## config.mk

```make
export PLATFORM = sky130hd
export DESIGN_NAME = bcd_to_bin_seq
export DESIGN_NICKNAME = d
export VERILOG_FILES = /design/src/rtl/bcd_to_bin_seq.sv
export SDC_FILE = /design/constraint.sdc
export NUM_CORES = 1
export LEC_CHECK = 0
export CAP_MARGIN = 20
export CORE_ASPECT_RATIO = 1.75
export CORE_MARGIN = 3
export CORE_UTILIZATION = 35
export DETAILED_ROUTE_END_ITERATION = 10
export PLACE_DENSITY = 0.67
export SLEW_MARGIN = 20
export SYNTH_ARGS = -nofsm -noshare
export SYNTH_HDL_FRONTEND = slang
export SYNTH_SLANG_ARGS = --single-unit
```

## constraint.sdc

```tcl
create_clock -name clk -period 3 [get_ports clk]
set_input_delay 0.45 -clock clk [delete_from_list [all_inputs] [get_ports clk]]
set_output_delay 0.45 -clock clk [all_outputs]
set_load 0.01 [all_outputs]
```

## src/rtl/bcd_to_bin_seq.sv

```systemverilog
// rtl/bcd_to_bin_seq.sv - sequential 3-digit BCD to binary converter (reverse double-dabble)
//
// Converts a hundreds/tens/ones BCD value into an OUT_WIDTH-bit binary value,
// one shift-and-correct step per clock.
//
// Ports:
//   clk    in   system clock, rising edge
//   reset  in   synchronous active-high reset
//   start  in   conversion request, sampled only in IDLE
//   bcd2   in   hundreds digit
//   bcd1   in   tens digit
//   bcd0   in   ones digit
//   busy   out  conversion in progress (SHIFT state)
//   done   out  one-cycle pulse when bin/ovf/derr are updated
//   bin    out  converted value, held until the next completion
//   ovf    out  result exceeded 2^OUT_WIDTH-1, bin saturated
//   derr   out  a digit was >9, bin forced to 0

module bcd_to_bin_seq #(
  parameter int OUT_WIDTH = 8
) (
  input  logic                 clk,
  input  logic                 reset,
  input  logic                 start,
  input  logic [3:0]           bcd2,
  input  logic [3:0]           bcd1,
  input  logic [3:0]           bcd0,
  output logic                 busy,
  output logic                 done,
  output logic [OUT_WIDTH-1:0] bin,
  output logic                 ovf,
  output logic                 derr
);

  typedef enum logic [1:0] {
    ST_IDLE,
    ST_SHIFT,
    ST_DONE
  } state_t;

  // Largest value representable on bin, widened to compare against the
  // 10-bit accumulator without truncation.
  localparam logic [10:0] MAX_VAL = 11'((1 << OUT_WIDTH) - 1);

  state_t               state_q;
  logic [11:0]          bcd_q;
  logic [11:0]          bcd_d;
  logic [11:0]          bcd_sh;
  logic [9:0]           acc_q;
  logic [9:0]           acc_d;
  logic [3:0]           cnt_q;
  logic [OUT_WIDTH-1:0] bin_q;
  logic                 ovf_q;
  logic                 derr_q;
  logic                 done_q;
  logic                 digit_err;
  logic                 res_ovf;

  // One reverse double-dabble step: shift {bcd,acc} right by one, then pull
  // 3 out of every digit that landed at 8 or above (bit 3 set), which undoes
  // the weight-16-vs-10 error of the bit that crossed a digit boundary.
  always_comb begin
    bcd_sh = {1'b0, bcd_q[11:1]};
    acc_d  = {bcd_q[0], acc_q[9:1]};
    bcd_d  = bcd_sh;
    for (int i = 0; i < 3; i++) begin
      if (bcd_sh[4*i+3]) begin
        bcd_d[4*i +: 4] = bcd_sh[4*i +: 4] - 4'd3;
      end
    end
  end

  assign digit_err = (bcd2 > 4'd9) || (bcd1 > 4'd9) || (bcd0 > 4'd9);
  assign res_ovf   = ({1'b0, acc_d} > MAX_VAL);

  always_ff @(posedge clk) begin
    if (reset) begin
      state_q <= ST_IDLE;
      bcd_q   <= '0;
      acc_q   <= '0;
      cnt_q   <= '0;
      bin_q   <= '0;
      ovf_q   <= 1'b0;
      derr_q  <= 1'b0;
      done_q  <= 1'b0;
    end else begin
      case (state_q)
        ST_IDLE: begin
          done_q <= 1'b0;
          if (start) begin
            bcd_q <= {bcd2, bcd1, bcd0};
            acc_q <= '0;
            cnt_q <= '0;
            if (digit_err) begin
              // Bad digit: report immediately, no shifting.
              state_q <= ST_DONE;
              done_q  <= 1'b1;
              derr_q  <= 1'b1;
              ovf_q   <= 1'b0;
              bin_q   <= '0;
            end else begin
              state_q <= ST_SHIFT;
            end
          end
        end

        ST_SHIFT: begin
          bcd_q <= bcd_d;
          acc_q <= acc_d;
          cnt_q <= cnt_q + 4'd1;
          if (cnt_q == 4'd9) begin
            // Tenth shift: acc_d already holds the final binary value.
            state_q <= ST_DONE;
            done_q  <= 1'b1;
            derr_q  <= 1'b0;
            ovf_q   <= res_ovf;
            bin_q   <= res_ovf ? '1 : acc_d[OUT_WIDTH-1:0];
          end
        end

        ST_DONE: begin
          done_q  <= 1'b0;
          state_q <= ST_IDLE;
        end

        default: begin
          done_q  <= 1'b0;
          state_q <= ST_IDLE;
        end
      endcase
    end
  end

  assign busy = (state_q == ST_SHIFT);
  assign done = done_q;
  assign bin  = bin_q;
  assign ovf  = ovf_q;
  assign derr = derr_q;

endmodule

```

==> impl_metrics.csv, run 1 <==
group,metric,value,unit
global_route,grt_util_all_layers,0.1496,
setup_path,r2r_start,"state_q[1]$_SDFFE_PP0P_",
logic_synthesis,synth_warnings,0,
clock_network,numCtsBuffers,5,
detailed_routing,first_iter_violations,45,
timing,rsz0062_at_grt,"no",
timing,fin_setup_tns,0,ns
timing,clock_skew,0.005066,ns
logic_synthesis,synth-edff-count,0,
logic_synthesis,synth_top_area_frac,0.4365,
cells_and_area,antenna_cells,0,
cells_and_area,final_core_util,0.4572,
global_route,grt_pass1_vias,1543,
power,total_power,0.001286,W
setup_path,cp-startpoint,"state_q[0]$_SDFFE_PP0P_",
run,max-cap-violations,0,
logic_synthesis,synth_cells,203,
floorplan,die_w,59.35,um
setup_path,crit_path_max_incr_delay,0.55,ns
detailed_routing,dr.pass1.iters,4,
logic_synthesis,synth_ff_type,"dfxtp_1",
setup_path,cp_slowest_cell,"clkdlybuf4s50_1",
clock_network,clkTransAtPathRegs,0.08,ns
timing,max_slew.worst_pin.slew,0.5827,ns
timing,fin_crit,1.982,ns
placed_design,numPortBuffers,26,
logic_synthesis,synth_fp_nets,222,
floorplan,fp-row-count,33,
clock_network,tritoncts,"done",
setup_path,crit_chain,"nand2b_2, inv_1, clkdlybuf4s50_1",
floorplan,core-area,4748,um2
logic_synthesis,synthTopCellsByArea,"dfxtp_1 (44%), a21oi_1 (6.0%), nand2_1 (5.2%), nor2_1 (5.0%), a211oi_1 (4.7%)",
detailed_routing,vias_per_cell,5.561,
clock_network,clockBufferDepth,2,
timing,finalMaxSlewViolations,0,
clock_network,h-tree-depth,2,
logic_synthesis,synth_commonest_cells,"dfxtp_1 (38), nand2_1 (24), nor2_1 (23)",
setup_path,r2r-end,"bin[0]$_SDFFE_PP0P_",
logic_synthesis,yosysMostFrequentCell,"dfxtp_1",
placed_design,place_congestion,0.7625,
setup_path,r2r_slack,1.23,ns
cells_and_area,drive_above_1_share,0.08772,
cells_and_area,final_nets,246,
floorplan,ioPinCount,27,
floorplan,chipHeight,99.35,um
clock_network,clk_latency,0.29,ns
detailed_routing,drtAntennaViolNets,0,
clock_network,cts.sinks,38,
detailed_routing,wirelength,3938,um
floorplan,dieArea,5896,um2
detailed_routing,wire_per_inst,14.06,um
global_route,grt_pass1_wl,6886,um
clock_network,post_cts_buffers,0,
detailed_routing,vias,1557,
timing,finalCritPeriodShare,0.6607,
logic_synthesis,syn-cell-area,1743,um2
logic_synthesis,ys_seq_elements,38,
min_path,hold_depth,2,
run_status,status,"completed",
logic_synthesis,avgSynthCellArea,8.586,um2
power,peakVddDrop,0.3359,mV
setup_path,end_kind,"output pin",
timing,slew_headroom,0.6097,
floorplan,initial_core_util,0.3671,
logic_synthesis,synth-seq-area-share,0.4365,
min_path,hp-start,"acc_q[3]$_SDFFE_PP0P_",
min_path,min_path_type,"register to register",
clock_network,cts_hold_buf,0,
setup_path,worstRegToRegCells,5,
clock_network,root_buffer,"clkbuf_8",
timing,setup_viol,0,
global_route,grt_max_degree,38,
timing,timing.fmax,504.5,MHz
setup_path,required,2.55,ns
min_path,holdPathEnd,"acc_q[2]$_SDFFE_PP0P_",
setup_path,path_class,"register to output pin",
power,p_per_area,592.5,nW/um2
timing,hold_viol_final,0,
power,power.leakage,0.7738,nW
logic_synthesis,synth-async-reset-ratio,0,
setup_path,crit_fanout,6,
setup_path,start_kind,"register",
logic_synthesis,synth_area_leader_cell,"dfxtp_1",
setup_path,arrival,1.53,ns
clock_network,cts_resized,0,
detailed_routing,drc,0,
placed_design,dpl.hpwl,2683,um
cells_and_area,area_growth,24.55,%
global_route,gr-total-overflow,0,
global_route,antenna_found_initial,0,
logic_synthesis,yosysUniqueCellTypes,34,
==> report_power, final <==
part           switching, W  internal, W
clock              0.000196     0.000333
combinational      0.000102    0.0000964
sequential        0.0000243     0.000535
total              0.000322     0.000964
==> placed cells by master, fill, tap and decap left out, types with 3 or more instances in the layout <==
cell | synthesis | layout
nand3_1 | 12 | 12
nand2_1 | 24 | 24
a21oi_1 | 21 | 21
dfxtp_1 | 38 | 38
a311oi_1 | 9 | 9
nor2b_1 | 3 | 3
ha_1 | 4 | 4
a211oi_1 | 11 | 11
o21ai_0 | 4 | 4
nor2_1 | 23 | 23
clkbuf_8 | 0 | 5
nand2b_1 | 4 | 4
xnor2_1 | 4 | 4
clkdlybuf4s50_1 | 0 | 26
o21bai_1 | 8 | 8
buf_4 | 0 | 5
==> metal layers <==
layer | share of wire | vias to the layer above | global-route usage
met4 | 0.024 | 0 | 0.06632
met1 | 0.43 | 739 | 0.1781
li1 | - | 776 | -
met5 | 0 | - | 0
met3 | 0.034 | 10 | 0.03636
met2 | 0.51 | 32 | 0.2468
==> sequential cells by signal (all words and copies together) (netlist names) <==
name and flops:
derr 1, bin 8, ovf 1, done 1, cnt_q 4, acc_q 9
state_q 2, bcd_q 12
==> how the worst max path moves through the flow <==
stage | endpoint | cells past startpoint
after floorplan | bin[6]$_SDFFE_PP0P_ | 5
after global routing | busy | 3
after global placement | bin[0]$_SDFFE_PP0P_ | 5
after detailed placement | bin[0]$_SDFFE_PP0P_ | 5
after CTS | busy | 3
final | busy | 3
==> cell type report <==
class                           instances  area (um2)
Sequential cell                        38       760.7
Inverter                                2       7.507
Timing Repair Buffer                   31       297.8
Tap cell                               52       65.06
Clock buffer                            5       68.82
Multi-Input combinational cell        149       902.1
Clock inverter                          3       68.82
Fill cell                             456        2577
==> critical path: cells and delay by family, from the launching register on <==
family	cells	cell delay, ns
buffers and inverters	2	0.67
DFF	1	0.44
and+or+nand+nor	1	0.12
==> logic make-up after synthesis <==
group | after synthesis | synth area share
XOR/XNOR | 4 | 0.02010
AO/OA/AOI/OAI | 64 | 0.2584
adder cells (fa/ha/maj) | 4 | 0.02872
flip-flops | 38 | 0.4365
AND/OR/NAND/NOR | 77 | 0.2103
buffers and inverters | 16 | 0.04595
==> through the flow <==
step	std cells	worst slack, ns	cell area (um2)	hold slack (ns)
5_1_grt	280	0.9354	2171	0.4907
3_3_place_gp	272	0.8380	2033	0.4574
3_5_place_dp	272	0.8260	2033	0.4595
4_1_cts	280	0.9911	2171	0.4694
6_report	280	1.018	2171	0.4683
2_1_floorplan	203	1.563	1743	0.4372
Power figures use the tool's default switching activity.
==> run 2: changes to the inputs <==
- PLACE_DENSITY: 0.67 -> 0.69
- clock period: 3 -> 1.75 ns (I/O delays scaled with it)
==> run 2 against run 1 <==
Register-to-register slack got worse by 1.1 ns. Core utilization up 2.5 points. Non-clock buffer count rose by 17. Flip-flop and latch count is the same. Worst hold slack got worse by 0.0010 ns. Via count increased by 1.7%. First-iteration DRC count is 16% lower. Critical path depth grew 2. Clock power is 20% higher. Clock skew is 0.0072 ns higher. Clock-buffer cell count rose by 1.
==> impl_metrics.csv, run 2 (synthesis gave the netlist of run 1 again) <==
group,metric,value,unit
run_status,status,"completed",
floorplan,dieArea,5896,um2
timing,finalMaxSlewViolations,0,
placed_design,numPortBuffers,26,
detailed_routing,drc,0,
clock_network,tritoncts,"done",
setup_path,r2r_start,"state_q[1]$_SDFFE_PP0P_",
setup_path,arrival,1.79,ns
global_route,grt_max_degree,27,
timing,rsz0062_at_grt,"no",
placed_design,place_congestion,0.7880,
detailed_routing,vias_per_cell,5.333,
power,peakVddDrop,0.6950,mV
cells_and_area,final_common_cell,"dfxtp_1",
cells_and_area,drive_above_1_share,0.1592,
detailed_routing,wirelength,4150,um
clock_network,cts.sinks,38,
timing,max_slew.worst_pin.slew,0.4132,ns
floorplan,initial_core_util,0.3671,
cells_and_area,multi_input_comb_area,908.4,um2
cells_and_area,final_core_util,0.4822,
power,p_per_area,869.4,nW/um2
clock_network,root_buffer,"clkbuf_8",
detailed_routing,first_iter_violations,38,
timing,setup_viol,0,
cells_and_area,final_cell_mix,"dfxtp_1 (38), clkdlybuf4s50_1 (25), nand2_1 (24)",
setup_path,cp-startpoint,"state_q[1]$_SDFFE_PP0P_",
cells_and_area,area_growth,31.37,%
detailed_routing,dr.pass1.iters,4,
global_route,grt_pass1_wl,7127,um
min_path,min_path_type,"register to register",
detailed_routing,drtAntennaViolNets,0,
floorplan,fp-row-count,33,
global_route,grt_util_all_layers,0.1548,
setup_path,r2r_slack,0.14,ns
setup_path,r2r-end,"bin[5]$_SDFFE_PP0P_",
setup_path,crit_path_end,"bin[5]$_SDFFE_PP0P_",
cells_and_area,final-seq-area,760.7,um2
floorplan,die_w,59.35,um
timing,slew_headroom,0.7235,
floorplan,chipHeight,99.35,um
global_route,grt_pass1_vias,1614,
setup_path,worstRegToRegCells,5,
timing,hold_viol_final,0,
timing,finalCritPeriodShare,0.9179,
setup_path,end_kind,"register",
global_route,gr-total-overflow,0,
power,power.leakage,0.8390,nW
cells_and_area,stdcell_area,2290,um2
floorplan,ioPinCount,27,
clock_network,numCtsBuffers,5,
cells_and_area,largest_register_ffs,12,
clock_network,h-tree-depth,2,
timing,timing.fmax,622.6,MHz
setup_path,required,1.94,ns
cells_and_area,fillCellCount,460,
timing,fin_crit,1.606,ns
placed_design,dpl.hpwl,2968,um
floorplan,core-area,4748,um2
clock_network,clkTransAtPathRegs,0.08,ns
placed_design,placed_area,2171,um2
cells_and_area,final_nets,263,
run,max-cap-violations,0,
cells_and_area,antenna_cells,0,
timing,clock_skew,0.01225,ns
setup_path,start_kind,"register",
global_route,antenna_found_initial,0,
cells_and_area,largest_register,"bcd_q",
clock_network,clk_latency,0.29,ns
detailed_routing,vias,1584,
setup_path,path_class,"register to register",
detailed_routing,wire_per_inst,13.97,um
clock_network,clockBufferDepth,2,
setup_path,crit_fanout,13,
## run 2: cell types whose count changed in the layout (fill, tap and decap cells not counted)
cell / previous run / this run
bufinv_16: 2 / 0
buf_12: 0 / 2
clkinv_4: 1 / 0
clkinvlp_4: 0 / 2
clkbuf_8: 5 / 6
buf_4: 5 / 20
clkinv_2: 0 / 1
dlygate4sd2_1: 0 / 1
clkdlybuf4s50_1: 26 / 25
inv_1: 2 / 1
a31oi_1: 2 / 1
a31oi_2: 0 / 1
## run 2: power breakdown
part	total (W)	switching, W	internal (W)
registers	0.000960	0.0000430	0.000917
logic	0.000396	0.000190	0.000206
clock network	0.000635	0.000318	0.000317
## run 2: layer usage
layer  routed length, um  global-route usage
met5                   0                   0
met4                  92             0.06806
met3                 108             0.04286
met2                2163              0.2662
met1                1785              0.1710
## run 2: cell type report
| class | count | area share |
|---|---|---|
| Inverter | 2 | 0.004918 |
| Clock inverter | 2 | 0.005464 |
| Multi-Input combinational cell | 149 | 0.3967 |
| Clock buffer | 6 | 0.03607 |
| Timing Repair Buffer | 48 | 0.1962 |
| Tap cell | 52 | 0.02842 |
| Sequential cell | 38 | 0.3322 |
## run 2: repair_timing
item                                    in CTS  in global routing
hold buffers                                 0                  0
gates resized for setup                      2                  1
hold endpoints to repair                     0                  0
buffers inserted                             2                  0
endpoints found under the setup margin       1                  8
pin swaps                                    0                  0
## run 2: how the worst min path moves through the flow
stage,depth (start not counted),from,endpoint,slack [ns]
2_1_floorplan,2,bcd2[3],bcd_q[11]$_SDFFE_PP0P_,0.40
3_3_place_gp,1,cnt_q[3]$_SDFFE_PP0P_,cnt_q[3]$_SDFFE_PP0P_,0.45
3_5_place_dp,2,acc_q[1]$_SDFFE_PP0P_,acc_q[1]$_SDFFE_PP0P_,0.46
4_1_cts,2,acc_q[1]$_SDFFE_PP0P_,acc_q[1]$_SDFFE_PP0P_,0.47
5_1_grt,2,acc_q[1]$_SDFFE_PP0P_,acc_q[1]$_SDFFE_PP0P_,0.49
6_report,2,acc_q[6]$_SDFFE_PP0P_,acc_q[5]$_SDFFE_PP0P_,0.47
## run 2: worst max-delay path, stage by stage, from the launching register on
cell and delay, ns:
dfxtp_1 0.34, nand2b_2 0.21, buf_4 0.20, or3_1 0.45, o21bai_1 0.20, a211oi_1 0.09
## run 2: metrics by stage
step | hold WS, ns | setup TNS [ns] | instances | setup slack, ns | total power (W)
after global placement | 0.4531 | -0.8084 | 287 | -0.1185 | 0.001364
after global routing | 0.4899 | 0 | 297 | 0.02807 | 0.002090
after detailed placement | 0.4611 | -1.182 | 287 | -0.1615 | 0.001370
final | 0.4673 | 0 | 297 | 0.1438 | 0.001991
after CTS | 0.4714 | 0 | 297 | 0.03784 | 0.002008
after floorplan | 0.3985 | 0 | 203 | 0.3636 | 0.001192
==> run 3: changes to the inputs <==
- CORE_ASPECT_RATIO: 1.75 -> 1.5
- SLEW_MARGIN: 20 -> 5
==> run 3 against run 2 <==
Design area shrank 0.82%. Routed wire length shrank 6.2%. Non-clock buffer count shrank 5. Clock skew shrank 0.0069 ns. Cell count grew 2.4%. Sequential share of layout area grew 0.27 points. Worst hold slack gained 0.0057 ns. Die area shrank 0.27%. First-iteration DRC count grew 89%. Combinational power shrank 5.8%.
==> impl_metrics.csv, run 3 (synthesis gave the netlist of run 1 again) <==
group,metric,value,unit
detailed_routing,wirelength,3892,um
power,power.leakage,0.8323,nW
global_route,grt_max_degree,23,
setup_path,crit_fanout,22,
cells_and_area,fin_cells,304,
power,peakVddDrop,0.5226,mV
timing,finalMaxSlewViolations,0,
floorplan,initial_core_util,0.3745,
timing,slew_headroom,0.6190,
global_route,grt_pass1_vias,1541,
global_route,grt_pass1_wl,6927,um
setup_path,r2r_slack,0.18,ns
placed_design,numPortBuffers,26,
placed_design,dpl.hpwl,2908,um
floorplan,core-area,4654,um2
timing,timing.fmax,635.6,MHz
setup_path,end_kind,"register",
cells_and_area,drive_above_1_share,0.1375,
cells_and_area,area_growth,30.29,%
clock_network,root_buffer,"clkbuf_8",
detailed_routing,first_iter_violations,72,
detailed_routing,drc,0,
placed_design,place_inst,296,
min_path,min_path_type,"register to register",
cells_and_area,antenna_cells,0,
floorplan,chipHeight,92.43,um
timing,hold_viol_final,0,
floorplan,die_w,63.62,um
floorplan,ioPinCount,27,
placed_design,place_congestion,0.8097,
cells_and_area,final_common_cell,"dfxtp_1",
setup_path,required,1.93,ns
timing,finalCritPeriodShare,0.8990,
detailed_routing,vias_per_cell,5.191,
clock_network,clk_latency,0.29,ns
clock_network,post_cts_buffers,0,
clock_network,numCtsBuffers,5,
floorplan,fp-row-count,30,
detailed_routing,vias,1578,
setup_path,arrival,1.76,ns
timing,fin_ws,0.1768,ns
timing,setup_viol,0,
timing,rsz0062_at_grt,"no",
clock_network,tritoncts,"done",
global_route,grt_util_all_layers,0.1455,
cells_and_area,final_nets,258,
setup_path,path_class,"register to register",
power,total_power,0.002062,W
detailed_routing,wire_per_inst,12.80,um
clock_network,clkTransAtPathRegs,0.08,ns
timing,max_slew.worst_pin.slew,0.5688,ns
clock_network,clockBufferDepth,2,
timing,fin_crit,1.573,ns
detailed_routing,dr.pass1.iters,6,
clock_network,cts.sinks,38,
power,p_per_area,907.9,nW/um2
timing,clock_skew,0.005362,ns
run_status,status,"completed",
cells_and_area,largest_register,"bcd_q",
placed_design,pre_cts_ws,-0.1218,ns
global_route,gr-total-overflow,0,
cells_and_area,final_cell_mix,"dfxtp_1 (38), clkdlybuf4s50_1 (25), nand2_1 (24)",
run,max-cap-violations,0,
clock_network,h-tree-depth,2,
timing,whs,0.4729,ns
cells_and_area,final_core_util,0.4879,
floorplan,dieArea,5880,um2
setup_path,start_kind,"register",
detailed_routing,drtAntennaViolNets,0,
cells_and_area,largest_register_ffs,12,
global_route,antenna_found_initial,0,
run 3: metal layers:
metal  share of wire  wire length (um)  up-vias  track usage
li1                -                 -      800            -
met1            0.44              1699      753       0.1572
met2            0.52              2021       20       0.2659
met3           0.023                88        5      0.02427
met4           0.021                83        0      0.07568
met5               0                 0        -            0
run 3: cell type report:
cell class | count | area [um2]
Multi-Input combinational cell | 149 | 902.1
Fill cell | 459 | 2384
Sequential cell | 38 | 760.7
Clock buffer | 5 | 68.82
Timing Repair Buffer | 43 | 411.6
Inverter | 2 | 7.507
Clock inverter | 3 | 40.04
Tap cell | 64 | 80.08
run 3: worst paths after layout:
path	from	end	depth (start not counted)
setup / recovery	state_q[1]$_SDFFE_PP0P_	bin[6]$_SDFFE_PP0P_	5
hold / removal	cnt_q[3]$_SDFFE_PP0P_	cnt_q[3]$_SDFFE_PP0P_	1
setup reg to reg	state_q[1]$_SDFFE_PP0P_	bin[6]$_SDFFE_PP0P_	5
hold reg to reg	cnt_q[3]$_SDFFE_PP0P_	cnt_q[3]$_SDFFE_PP0P_	1
run 3: worst max-delay path: stages (launching register included):
cell	delay [ns]
dfxtp_1	0.34
nand2b_2	0.22
buf_12	0.17
or3_1	0.44
o21bai_1	0.21
a211oi_2	0.09
run 3: through the flow:
| stage | setup TNS [ns] | cell area (um2) |
|---|---|---|
| 6_report | 0 | 2271 |
| 5_1_grt | 0 | 2271 |
| 4_1_cts | 0 | 2271 |
| 3_5_place_dp | -0.9547 | 2163 |
| 3_3_place_gp | -0.8186 | 2163 |
| 2_1_floorplan | 0 | 1743 |
run 3: power by group:
| group | total (W) | switching, W | internal (W) | leakage, nW |
|---|---|---|---|---|
| Combinational | 0.000373 | 0.000180 | 0.000193 | 0.464 |
| Clock | 0.000730 | 0.000310 | 0.000419 | 0.0579 |
| Sequential | 0.000959 | 0.0000423 | 0.000917 | 0.311 |
| Total | 0.00206 | 0.000532 | 0.00153 | 0.832 |
run 3: what timing repair did:
item | CTS | global route
endpoints found under the setup margin | 1 | 0
hold buffers | 0 | 0
gates resized for setup | 2 | 0
